**config.mk**
```make
export PLATFORM = sky130hd
export DESIGN_NAME = dmac_rd_ch_sched
export DESIGN_NICKNAME = d
export VERILOG_FILES = /design/src/rtl/dmac_rd_ch_sched.sv
export SDC_FILE = /design/constraint.sdc
export NUM_CORES = 1
export LEC_CHECK = 0
export CORE_AREA = 4 4 371 373
export DETAILED_ROUTE_END_ITERATION = 10
export DIE_AREA = 0 0 375 377
export GPL_TIMING_DRIVEN = 1
export PLACE_DENSITY = 0.3
export SETUP_SLACK_MARGIN = 0.05
export SLEW_MARGIN = 0
export SYNTH_ARGS = -nofsm -noshare
export SYNTH_HDL_FRONTEND = slang
export SYNTH_SLANG_ARGS = --single-unit
```
**constraint.sdc**
```tcl
create_clock -name clk -period 6 [get_ports clk]
set_input_delay 1.2 -clock clk [delete_from_list [all_inputs] [get_ports clk]]
set_output_delay 1.2 -clock clk [all_outputs]
set_load 0.02 [all_outputs]
```
**src/rtl/dmac_rd_ch_sched.sv**
```systemverilog
// -----------------------------------------------------------------------------
// dmac_rd_ch_sched
//   Read-channel command scheduler for the DMA controller. Up to CHANNEL_COUNT
//   channels post read commands; one is picked round-robin, its descriptor is
//   registered onto the cmd_* bus and offered to the read datapath. Commands
//   in flight are tracked per channel (ch_busy) and in total (outstanding),
//   and are retired by done_valid/done_ch_id.
//
// Ports
//   clk, rst_n                  single rising-edge clock, async active-low reset
//   ch_req_valid/ch_req_ready   per-channel request / same-cycle accept pulse
//   ch_src_addr, ch_dst_addr,
//   ch_len, ch_burst, ch_size   per-channel descriptor fields, packed by index
//   cmd_valid/cmd_ready         command handshake to the read datapath
//   cmd_*                       registered descriptor of the selected channel
//   cmd_ch_id                   channel owning the current command
//   done_valid/done_ch_id       completion of one issued command
//   ch_busy                     channel has a command in flight
//   ch_done                     one-cycle completion pulse per channel
//   outstanding                 number of commands in flight
//   err_spurious_done           sticky: done for a non-busy or invalid channel
// -----------------------------------------------------------------------------
module dmac_rd_ch_sched #(
    parameter int ADDR_WD         = 32,
    parameter int CHANNEL_COUNT   = 8,
    parameter int MAX_OUTSTANDING = 4
) (
    input  logic                                  clk,
    input  logic                                  rst_n,

    input  logic [CHANNEL_COUNT-1:0]              ch_req_valid,
    output logic [CHANNEL_COUNT-1:0]              ch_req_ready,
    input  logic [CHANNEL_COUNT*ADDR_WD-1:0]      ch_src_addr,
    input  logic [CHANNEL_COUNT*ADDR_WD-1:0]      ch_dst_addr,
    input  logic [CHANNEL_COUNT*ADDR_WD-1:0]      ch_len,
    input  logic [CHANNEL_COUNT*2-1:0]            ch_burst,
    input  logic [CHANNEL_COUNT*3-1:0]            ch_size,

    output logic                                  cmd_valid,
    input  logic                                  cmd_ready,
    output logic [ADDR_WD-1:0]                    cmd_src_addr,
    output logic [ADDR_WD-1:0]                    cmd_dst_addr,
    output logic [ADDR_WD-1:0]                    cmd_len,
    output logic [1:0]                            cmd_burst,
    output logic [2:0]                            cmd_size,
    output logic [$clog2(CHANNEL_COUNT)-1:0]      cmd_ch_id,

    input  logic                                  done_valid,
    input  logic [$clog2(CHANNEL_COUNT)-1:0]      done_ch_id,

    output logic [CHANNEL_COUNT-1:0]              ch_busy,
    output logic [CHANNEL_COUNT-1:0]              ch_done,
    output logic [$clog2(MAX_OUTSTANDING+1)-1:0]  outstanding,
    output logic                                  err_spurious_done
);

    localparam int CH_W  = $clog2(CHANNEL_COUNT);
    localparam int OUT_W = $clog2(MAX_OUTSTANDING + 1);

    localparam logic [OUT_W-1:0] OUT_MAX  = OUT_W'(MAX_OUTSTANDING);
    localparam logic [CH_W:0]    CH_LIMIT = (CH_W + 1)'(CHANNEL_COUNT);
    localparam logic [CH_W-1:0]  CH_LAST  = CH_W'(CHANNEL_COUNT - 1);

    typedef enum logic {
        IDLE,
        ISSUE
    } state_t;

    state_t                 state, state_nxt;
    logic [CH_W-1:0]        rr_ptr;

    logic [CHANNEL_COUNT-1:0] eligible;
    logic                   sel_found;
    logic [CH_W-1:0]        sel_idx;
    logic [CH_W:0]          cand_w;
    logic                   sel_fire;
    logic                   sel_zero_len;
    logic                   cmd_hs;
    logic                   done_in_range;
    logic                   done_ok;
    logic [CHANNEL_COUNT-1:0] busy_nxt;
    logic [CHANNEL_COUNT-1:0] done_nxt;

    assign eligible = ch_req_valid & ~ch_busy;

    // Round-robin search: first eligible channel at or above rr_ptr, wrapping.
    // The sum is carried one bit wider so the wrap is a single subtract.
    // NOTE: every variable assigned in always_comb gets a default at the top;
    // a path that leaves one unassigned would infer a latch.
    always_comb begin
        sel_found = 1'b0;
        sel_idx   = '0;
        cand_w    = '0;
        for (int k = 0; k < CHANNEL_COUNT; k++) begin
            cand_w = {1'b0, rr_ptr} + (CH_W + 1)'(k);
            if (cand_w >= CH_LIMIT) begin
                cand_w = cand_w - CH_LIMIT;
            end
            if (!sel_found && eligible[cand_w[CH_W-1:0]]) begin
                sel_found = 1'b1;
                sel_idx   = cand_w[CH_W-1:0];
            end
        end
    end

    // Gating with rst_n keeps ch_req_ready low while reset is held, so no
    // request is acknowledged that the scheduler would then forget.
    assign sel_fire     = rst_n && (state == IDLE) && (outstanding < OUT_MAX) && sel_found;
    assign sel_zero_len = (ch_len[sel_idx*ADDR_WD +: ADDR_WD] == '0);

    always_comb begin
        ch_req_ready = '0;
        if (sel_fire) begin
            ch_req_ready[sel_idx] = 1'b1;
        end
    end

    // FSM next state and cmd_valid
    always_comb begin
        state_nxt = state;
        cmd_valid = 1'b0;
        case (state)
            IDLE: begin
                if (sel_fire && !sel_zero_len) begin
                    state_nxt = ISSUE;
                end
            end
            ISSUE: begin
                cmd_valid = 1'b1;
                if (cmd_ready) begin
                    state_nxt = IDLE;
                end
            end
            default: state_nxt = IDLE;
        endcase
    end

    assign cmd_hs = (state == ISSUE) && cmd_ready;

    // A done is honoured only for an in-range, busy channel; anything else is
    // flagged and otherwise ignored, which also stops outstanding underflowing.
    assign done_in_range = ({1'b0, done_ch_id} < CH_LIMIT);
    assign done_ok       = done_valid && done_in_range && ch_busy[done_ch_id];

    // Clear first, then set: a done and a handshake on the same channel in one
    // cycle leave the channel busy.
    always_comb begin
        busy_nxt = ch_busy;
        if (done_ok) begin
            busy_nxt[done_ch_id] = 1'b0;
        end
        if (cmd_hs) begin
            busy_nxt[cmd_ch_id] = 1'b1;
        end
    end

    // Completion pulses: one from a real done, one from a zero-length accept.
    always_comb begin
        done_nxt = '0;
        if (done_ok) begin
            done_nxt[done_ch_id] = 1'b1;
        end
        if (sel_fire && sel_zero_len) begin
            done_nxt[sel_idx] = 1'b1;
        end
    end

    // NOTE: state is updated with non-blocking assignments so every register
    // samples the pre-edge values regardless of statement order.
    always_ff @(posedge clk or negedge rst_n) begin
        if (!rst_n) begin
            state             <= IDLE;
            rr_ptr            <= '0;
            outstanding       <= '0;
            ch_busy           <= '0;
            ch_done           <= '0;
            cmd_src_addr      <= '0;
            cmd_dst_addr      <= '0;
            cmd_len           <= '0;
            cmd_burst         <= '0;
            cmd_size          <= '0;
            cmd_ch_id         <= '0;
            err_spurious_done <= 1'b0;
        end else begin
            state   <= state_nxt;
            ch_busy <= busy_nxt;
            ch_done <= done_nxt;

            if (sel_fire) begin
                rr_ptr       <= (sel_idx == CH_LAST) ? '0 : sel_idx + 1'b1;
                cmd_src_addr <= ch_src_addr[sel_idx*ADDR_WD +: ADDR_WD];
                cmd_dst_addr <= ch_dst_addr[sel_idx*ADDR_WD +: ADDR_WD];
                cmd_len      <= ch_len[sel_idx*ADDR_WD +: ADDR_WD];
                cmd_burst    <= ch_burst[sel_idx*2 +: 2];
                cmd_size     <= ch_size[sel_idx*3 +: 3];
                cmd_ch_id    <= sel_idx;
            end

            // Handshake only happens below OUT_MAX and done_ok implies a busy
            // channel, so neither direction can wrap.
            case ({cmd_hs, done_ok})
                2'b10:   outstanding <= outstanding + 1'b1;
                2'b01:   outstanding <= outstanding - 1'b1;
                default: outstanding <= outstanding;
            endcase

            if (done_valid && !done_ok) begin
                err_spurious_done <= 1'b1;
            end
        end
    end

endmodule
```
==> impl_metrics.py, run 1 <==
metrics = {
    "sta": {
        "setup_viol": 0,
        "timing.final.max_slew_violations": 0,
        "min_period_ns": 5.715,
        "post-route-period-util_pct": 95.25,
        "max_slew.worst_pin.slew_ns": 0.9176,
        "rsz0062_at_grt": "no",
        "max_freq_mhz": 175.0,
        "max_slew_margin_pct": 38.83,
        "finalHoldViolations": 0,
        "clock_skew_ns": 0.02188,
    },
    "worst_setup_path": {
        "cp_num_buf_inv": 7,
        "crit_fanout": 4,
        "critical_path_class": "in -> out",
        "reg2reg_depth": 17,
        "critPathArrivalTime_ns": 4.51,
        "cp-startpoint": "ch_req_valid[0]",
        "crit_required_ns": 4.80,
        "cp_top_family": "buffers and inverters",
        "max_stage_delay_ns": 0.53,
        "r2r-start": "rr_ptr[1]",
        "cpMaxStageDelayCell": "mux4_2",
        "critPathLaunchType": "input port",
        "path_depth": 15,
        "crit_chain": "clkdlybuf4s50_1 > nor2b_1 > mux2_2 > mux4_2 > a211oi_4 > buf_4 > and3b_2 > o22ai_4 > buf_12 > buf_12 > inv_8 > nand2_1 > buf_4 > nor2_1 > dlygate4sd2_1",
        "end_kind": "output port",
    },
    "clock_tree": {
        "clk_pin_slew_ns": 0.05,
        "clock_latency_ns": 0.48,
        "htree_levels": 4,
        "cts_max_path_buffers": 2,
        "cts.sinks": 128,
        "numCtsBuffers": 17,
        "clockRootBuffer": "clkbuf_16",
        "cts_hold_buf": 0,
        "tritoncts": "built",
    },
    "route": {
        "wl_per_cell_um": 27.05,
        "vias": 20653,
        "routed_wl_mm": 129.2,
        "route.detailed.drc": 0,
        "drt-pass1-iter-count": 7,
        "final_antenna_net_count": 0,
        "drt-initial-drc-count": 1538,
        "viasPerCell": 4.323,
    },
    "place": {
        "dp_cells": 4734,
        "io_buffers": 955,
        "gp_congestion": 0.8794,
        "hpwl_mm": 105.5,
    },
    "layout": {
        "drive_above_1_share_pct": 7.904,
        "syn_to_final_growth_pct": 87.71,
        "fin_nets": 3803,
        "instances_no_fill": 4777,
        "final_common_cell": "clkdlybuf4s50_1",
        "final_cell_mix": "clkdlybuf4s50_1, nand2_1, a21oi_1",
    },
    "worst_hold_path": {
        "hold_start": "err_spurious_done",
        "hp-class": "reg -> reg",
        "whs_path_depth": 1,
    },
    "die": {
        "chipHeight_um": 377,
        "core_area_um2": 134600,
        "die_x_um": 375,
        "rows": 135,
        "io_pins": 956,
        "dieArea_um2": 141400,
        "start_util_pct": 10.92,
    },
    "global_routing": {
        "grt_pass1_vias": 20988,
        "track_usage_pct": 17.29,
        "grt_pass1_wl_mm": 174.4,
        "grt_antenna_before_repair": 25,
        "gr-total-overflow": 0,
        "grt_max_degree": 103,
    },
    "synthesis": {
        "synth_edf_count": 0,
        "synth_seq_cells": 128,
        "syn_inst": 2101,
        "synth.avg_cell_area_um2": 7.000,
        "synth_warnings": 0,
        "yosysSeqAreaShare_pct": 21.78,
        "yosysUniqueCellTypes": 71,
        "synth_area_um2": 14710,
        "syn_nets": 2930,
        "synth-async-reset-ratio_pct": 100.0,
        "synthFlopType": "dfrtp_1",
    },
    "run": {
        "drv_cap": 0,
    },
    "run_status": {
        "outcome": "finished clean",
    },
}
[registers in the layout, summed over array words and instances (netlist names)]
register           flops
ch_busy                8
ch_done                8
cmd_burst              2
cmd_ch_id              3
cmd_dst_addr          32
cmd_len               32
cmd_size               3
cmd_src_addr          32
err_spurious_done      1
outstanding            3
rr_ptr                 3
state                  1
[cells by family after synthesis]
| logic type | Yosys count | synth area share, % |
|---|---|---|
| buf+inv | 271 | 7.597 |
| flops | 128 | 21.78 |
| xor+xnor | 6 | 0.3574 |
| compound gates | 691 | 33.63 |
| fa+ha+maj | 6 | 0.5615 |
| simple gates | 882 | 26.77 |
| mux | 117 | 9.307 |
[synthesized netlist by cell type (all sizes together) (4+ instances only)]
cell	count	area share [%]
o221ai	74	4.4
o2111ai	121	7.2
nand4	29	1.3
o21ai	18	0.61
inv	32	0.82
nand2	453	12
nor2	176	4.5
mux2i	94	6.4
nand2b	7	0.30
buf	72	2.5
nor2b	10	0.43
and3	102	4.3
mux4	15	2.3
a221oi	84	5.0
o211ai	4	0.24
or2	5	0.21
nand3	10	0.34
dfrtp	128	22
clkbuf	166	4.2
nand3b	7	0.43
a31oi	83	3.5
o22ai	8	0.43
ha	5	0.43
mux2	8	0.61
a21oi	221	7.5
and2	16	0.68
a211oi	16	0.94
a311oi	29	1.7
nor3	55	1.9
o31ai	11	0.70
[per-stage QoR]
stage / area (µm²) / setup TNS [ns] / utilization (%) / hold WS (ns) / worst slack (ns)
after floorplan: 14710 / 0 / - / 0.5909 / 0.3891
after detailed placement: 26920 / -1.204 / 20.00 / 0.4826 / -0.1360
final: 27610 / 0 / 20.51 / 0.5029 / 0.2852
after global routing: 27590 / 0 / 20.50 / 0.5202 / 0.07603
after CTS: 27560 / 0 / 20.47 / 0.4956 / 0.07283
after global placement: 26920 / -0.3439 / 20.00 / 0.4688 / -0.1159
[routing by layer]
metal | share of wire (%) | global-route usage [%]
met1 | 43 | 21.87
met2 | 50 | 30.05
met3 | 6.1 | 4.064
met4 | 1.3 | 3.253
met5 | 0.063 | 0
[final timing paths]
check                                    end  slack (ns)
setup / recovery             ch_req_ready[1]        0.29
hold / removal             err_spurious_done        0.50
setup reg to reg            cmd_dst_addr[21]        0.69
hold reg to reg            err_spurious_done        0.50
max in group asynchronous    cmd_src_addr[1]        4.23
min in group asynchronous   cmd_dst_addr[29]        0.68
[repair_timing]
item	in CTS	in global routing
endpoints found under the setup margin	5	7
resized for setup	5	8
pin swaps	1	0
setup buffers	2	0
[final cells by class]
class / instances / area [µm²]
clock inverters: 11 / 130.1
multi-input cells: 1702 / 10500
well taps: 1781 / 2228
inverters: 33 / 133.9
repair buffers: 1092 / 10920
clock buffers: 20 / 466.7
diodes: 10 / 25.02
flip-flops and latches: 128 / 3203
fillers: 15109 / 107000
Power of run 1 is not shown: default switching activity piles up to over one toggle a cycle in this logic, so the estimate is an artifact.
==> run 2: changes to the inputs <==
- clock period: 6 -> 6.54 ns (I/O delays scaled with it)
==> impl_metrics.py, run 2 (synthesized netlist as in run 1, its figures left out) <==
metrics = {
    "sta": {
        "fin_ws_ns": 0.2220,
        "max_slew.worst_pin.slew_ns": 0.9916,
        "setup-tns-final_ns": 0,
        "rsz0062_at_grt": "no",
        "min_period_ns": 6.318,
        "max_freq_mhz": 158.3,
        "clock_skew_ns": 0.01820,
        "finalHoldViolations": 0,
        "timing.final.max_slew_violations": 0,
        "setup_viol": 0,
        "max_slew_margin_pct": 33.89,
        "post-route-period-util_pct": 96.61,
    },
    "route": {
        "drt-initial-drc-count": 1486,
        "drt-pass1-iter-count": 5,
        "route.detailed.drc": 0,
        "final_antenna_net_count": 0,
        "routed_wl_mm": 129.6,
        "viasPerCell": 4.304,
        "vias": 20423,
        "wl_per_cell_um": 27.32,
    },
    "worst_setup_path": {
        "end_kind": "output port",
        "reg2reg_depth": 15,
        "path_depth": 10,
        "crit_path_frequent_cell": "clkdlybuf4s50_1",
        "max_stage_delay_ns": 0.61,
        "reg2reg_to": "state",
        "cp-startpoint": "ch_req_valid[5]",
        "rrSetupSlack_ns": 1.18,
        "cp_top_family": "simple AND/OR/NAND/NOR gates",
        "cpMaxStageDelayCell": "clkdlybuf4s50_1",
        "crit_chain": "clkdlybuf4s50_1 > nor2b_1 > mux2i_1 > mux4_2 > a211o_1 > or2_2 > o22ai_4 > nand2_1 > nor2_1 > clkdlybuf4s50_1",
        "critPathLaunchType": "input port",
        "crit_fanout": 5,
        "critPathArrivalTime_ns": 5.01,
        "cp_num_buf_inv": 2,
        "critical_path_class": "in -> out",
        "crit_end": "ch_req_ready[2]",
        "r2r-start": "rr_ptr[1]",
        "crit_required_ns": 5.23,
    },
    "die": {
        "chipHeight_um": 377,
        "rows": 135,
        "dieArea_um2": 141400,
        "core_area_um2": 134600,
        "die_x_um": 375,
        "start_util_pct": 10.92,
        "io_pins": 956,
    },
    "layout": {
        "final_common_cell": "clkdlybuf4s50_1",
        "fin_nets": 3766,
        "top_regs": "cmd_dst_addr x32, cmd_len x32, cmd_src_addr x32",
        "instances_no_fill": 4745,
        "drive_above_1_share_pct": 6.712,
        "final-seq-area_um2": 3203,
        "final_cell_mix": "clkdlybuf4s50_1, nand2_1, a21oi_1",
        "syn_to_final_growth_pct": 84.96,
        "multi_input_area_um2": 10490,
        "fin_area_um2": 27200,
        "fill_cells": 15191,
    },
    "worst_hold_path": {
        "hp-class": "reg -> reg",
    },
    "global_routing": {
        "grt_pass1_wl_mm": 174.9,
        "track_usage_pct": 17.38,
        "gr-total-overflow": 0,
        "grt_max_degree": 120,
        "grt_pass1_vias": 20836,
        "grt_antenna_before_repair": 28,
    },
    "place": {
        "post-place-ws_ns": 0.08860,
        "hpwl_mm": 106.2,
        "gp_congestion": 0.8632,
        "placed_area_um2": 26560,
        "io_buffers": 955,
        "dp_cells": 4697,
    },
    "clock_tree": {
        "tritoncts": "built",
        "clk_pin_slew_ns": 0.07,
        "cts.sinks": 128,
        "clock_latency_ns": 0.48,
        "clockRootBuffer": "clkbuf_16",
        "cts_hold_buf": 0,
        "cts_max_path_buffers": 2,
        "numCtsBuffers": 17,
        "htree_levels": 4,
    },
    "run": {
        "drv_cap": 0,
    },
    "run_status": {
        "outcome": "finished clean",
    },
}
==> run 2: cell count changes in the layout (fill, tap and decap cells not counted), moves of 3 or more <==
cell,previous run,this run
diode_2,10,14
buf_4,111,83
dlymetal6s2s_1,4,0
clkbuf_8,4,1
clkdlybuf4s50_1,946,954
buf_12,26,17
dlygate4sd2_1,4,0
==> run 2: area by class of cell <==
cell class	count	area share (%)
antenna	14	0.1288
clock inverter	14	0.5750
multi-input combinational	1702	38.56
sequential	128	11.78
inverter	33	0.4922
timing repair buffer	1055	38.70
clock buffer	18	1.578
tap	1781	8.192
==> run 2: worst min path at each step <==
stage	start	end	slack (ns)	depth (start not counted)
2_1_floorplan	err_spurious_done	err_spurious_done	0.59	1
3_5_place_dp	err_spurious_done	err_spurious_done	0.47	1
6_report	err_spurious_done	err_spurious_done	0.48	1
4_1_cts	err_spurious_done	err_spurious_done	0.48	1
3_3_place_gp	err_spurious_done	err_spurious_done	0.47	1
5_1_grt	err_spurious_done	err_spurious_done	0.53	1
==> run 2: what timing repair did <==
item	in CTS	in global routing
resized for setup	0	1
endpoints found under the setup margin	0	8
setup buffers	0	2
==> run 2: worst reg2reg max path, stage by stage (launching register included) <==
cell and delay (ns):
dfrtp_1 0.39, ha_1 0.39, xor2_1 0.56, mux4_2 0.47, mux2i_1 0.26, o31ai_1 0.16
and3_2 0.28, o22ai_4 0.41, buf_4 0.21, buf_12 0.33, mux2i_1 0.28, and4_1 0.25
o221ai_1 0.29, a211oi_2 0.39, nand4_4 0.29, a22o_1 0.31
==> run 2: per-layer routing <==
metal  part of all wire [%]  vias to the layer above  GRT usage (%)
li1                       -                     9660              -
met1                     43                     9992          21.91
met2                     50                      681          30.51
met3                    5.6                       76          3.845
met4                    1.4                       14          3.253
met5                  0.072                        -              0
==> run 2: metrics by stage <==
step	hold WS (ns)	util [%]
2_1_floorplan	0.5909	-
3_3_place_gp	0.4665	19.73
3_5_place_dp	0.4676	19.73
4_1_cts	0.4833	20.17
5_1_grt	0.5267	20.19
6_report	0.4799	20.21
Power of run 2 is left out for the same reason.
==> run 3: changes to the inputs <==
- CORE_AREA: 4 4 371 373 -> 4 4 370 372
- DIE_AREA: 0 0 375 377 -> 0 0 374 376
- clock period: 6.54 -> 5.3 ns (I/O delays scaled with it)
==> impl_metrics.py, run 3 (synthesized netlist as in run 1, its figures left out) <==
metrics = {
    "clock_tree": {
        "clk_pin_slew_ns": 0.07,
        "cts_hold_buf": 0,
        "numCtsBuffers": 17,
        "htree_levels": 4,
        "clock_latency_ns": 0.48,
        "clockRootBuffer": "clkbuf_16",
        "cts.sinks": 128,
        "tritoncts": "built",
        "cts_max_path_buffers": 2,
    },
    "route": {
        "route.detailed.drc": 0,
        "drt-initial-drc-count": 1370,
        "wl_per_cell_um": 27.25,
        "drt-pass1-iter-count": 7,
        "viasPerCell": 4.329,
        "final_antenna_net_count": 0,
        "vias": 21170,
        "routed_wl_mm": 133.3,
    },
    "layout": {
        "drive_above_1_share_pct": 12.71,
        "final_common_cell": "clkdlybuf4s50_1",
        "final_cell_mix": "clkdlybuf4s50_1, nand2_1, a21oi_1",
        "top_regs": "cmd_dst_addr x32, cmd_len x32, cmd_src_addr x32",
        "postLayoutCoreUtil_pct": 21.59,
        "fin_area_um2": 28780,
        "fill_cells": 14970,
        "syn_to_final_growth_pct": 95.68,
        "fin_nets": 3924,
    },
    "place": {
        "hpwl_mm": 110.2,
        "gp_congestion": 0.8743,
        "placed_area_um2": 27900,
        "io_buffers": 955,
    },
    "die": {
        "rows": 134,
        "start_util_pct": 11.03,
        "chipHeight_um": 376,
        "die_x_um": 374,
        "core_area_um2": 133300,
        "dieArea_um2": 140600,
        "io_pins": 956,
    },
    "worst_setup_path": {
        "crit_required_ns": 5.66,
        "max_stage_delay_ns": 0.50,
        "end_kind": "flip-flop",
        "cpMaxStageDelayCell": "mux4_2",
        "critPathLaunchType": "input port",
        "crit_fanout": 29,
        "critical_path_class": "in -> reg",
        "crit_chain": "clkdlybuf4s50_1 > nor2b_1 > mux2_2 > mux4_2 > buf_4 > a21boi_1 > or2_4 > o22ai_4 > buf_6 > buf_4 > buf_12 > mux2i_2 > a41oi_1 > a32o_2 > a211oi_4 > nand4_4 > buf_12 > a22o_1",
        "critPathArrivalTime_ns": 5.51,
    },
    "sta": {
        "hold_slack_ns": 0.4479,
        "setup_viol": 0,
        "timing.final.max_slew_violations": 0,
        "max_slew.worst_pin.slew_ns": 0.9793,
        "min_period_ns": 5.152,
        "finalHoldViolations": 0,
        "max_freq_mhz": 194.1,
        "post-route-period-util_pct": 97.20,
        "rsz0062_at_grt": "yes",
        "clock_skew_ns": 0.01455,
        "max_slew_margin_pct": 34.71,
    },
    "global_routing": {
        "grt_pass1_wl_mm": 178.5,
        "gr-total-overflow": 0,
        "grt_pass1_vias": 21451,
        "track_usage_pct": 17.81,
        "grt_antenna_before_repair": 38,
        "grt_max_degree": 131,
    },
    "run": {
        "drv_cap": 0,
    },
    "run_status": {
        "outcome": "finished clean",
    },
    "worst_hold_path": {
        "hp-class": "in -> async",
    },
}
==> run 3: cell count changes in the layout (fill, tap and decap cells not counted), sizes merged <==
cell,change
clkinvlp,-2
dlymetal6s2s,+1
clkbuf,+3
bufbuf,+1
clkdlybuf4s50,-9
inv,+2
clkdlybuf4s15,+1
buf,+160
clkinv,+1
==> run 3: layout make-up <==
type	count	area (µm²)	area share, %
clock buffers	17	425.4	1.478
flip-flops and latches	128	3203	11.13
clock inverters	15	173.9	0.6043
repair buffers	1213	11950	41.53
diodes	14	35.03	0.1217
inverters	33	133.9	0.4652
well taps	1768	2212	7.687
multi-input cells	1702	10640	36.99
==> run 3: timing repair <==
item | in CTS | in global routing
endpoints found under the setup margin | 18 | 22
setup buffers | 2 | 2
pin swaps | 3 | 6
gates resized for setup | 33 | 36
gates cloned | 1 | 1
==> run 3: path summary, 6_finish.rpt <==
kind,from,endpoint,slack (ns),depth (start not counted)
setup / recovery,ch_req_valid[1],state,0.15,18
hold / removal,rst_n,cmd_src_addr[0],0.45,1
setup reg to reg,rr_ptr[0],state,0.37,18
hold reg to reg,err_spurious_done,err_spurious_done,0.49,1
max in group asynchronous,rst_n,cmd_len[11],3.65,2
min in group clk,err_spurious_done,err_spurious_done,0.49,1
==> run 3: critical path, delay by kind of cell <==
family          cells  cell delay, ns
simple gates        3            0.60
compound gates      6            1.38
mux                 3            1.10
buf+inv             6            1.26
==> run 3: through the flow <==
stage           TNS, ns  worst slack [ns]  std cells
2_1_floorplan         0           0.08368       2101
3_3_place_gp     -20.26           -0.5726       4838
3_5_place_dp     -20.69           -0.6219       4838
4_1_cts               0           0.01917       4873
5_1_grt        -0.01174          -0.01174       4887
6_report              0            0.1484       4890
==> run 3: metal layers <==
| metal | GRT usage, % | part of all wire, % | up-vias | routed length, µm |
|---|---|---|---|---|
| met5 | 0 | 0.11 | - | 151 |
| met4 | 3.343 | 1.2 | 24 | 1550 |
| met3 | 3.799 | 5.3 | 77 | 7026 |
| met2 | 31.23 | 50 | 698 | 67010 |
| met1 | 22.55 | 43 | 10394 | 57530 |
| li1 | - | - | 9977 | - |
Power of run 3 is left out for the same reason.
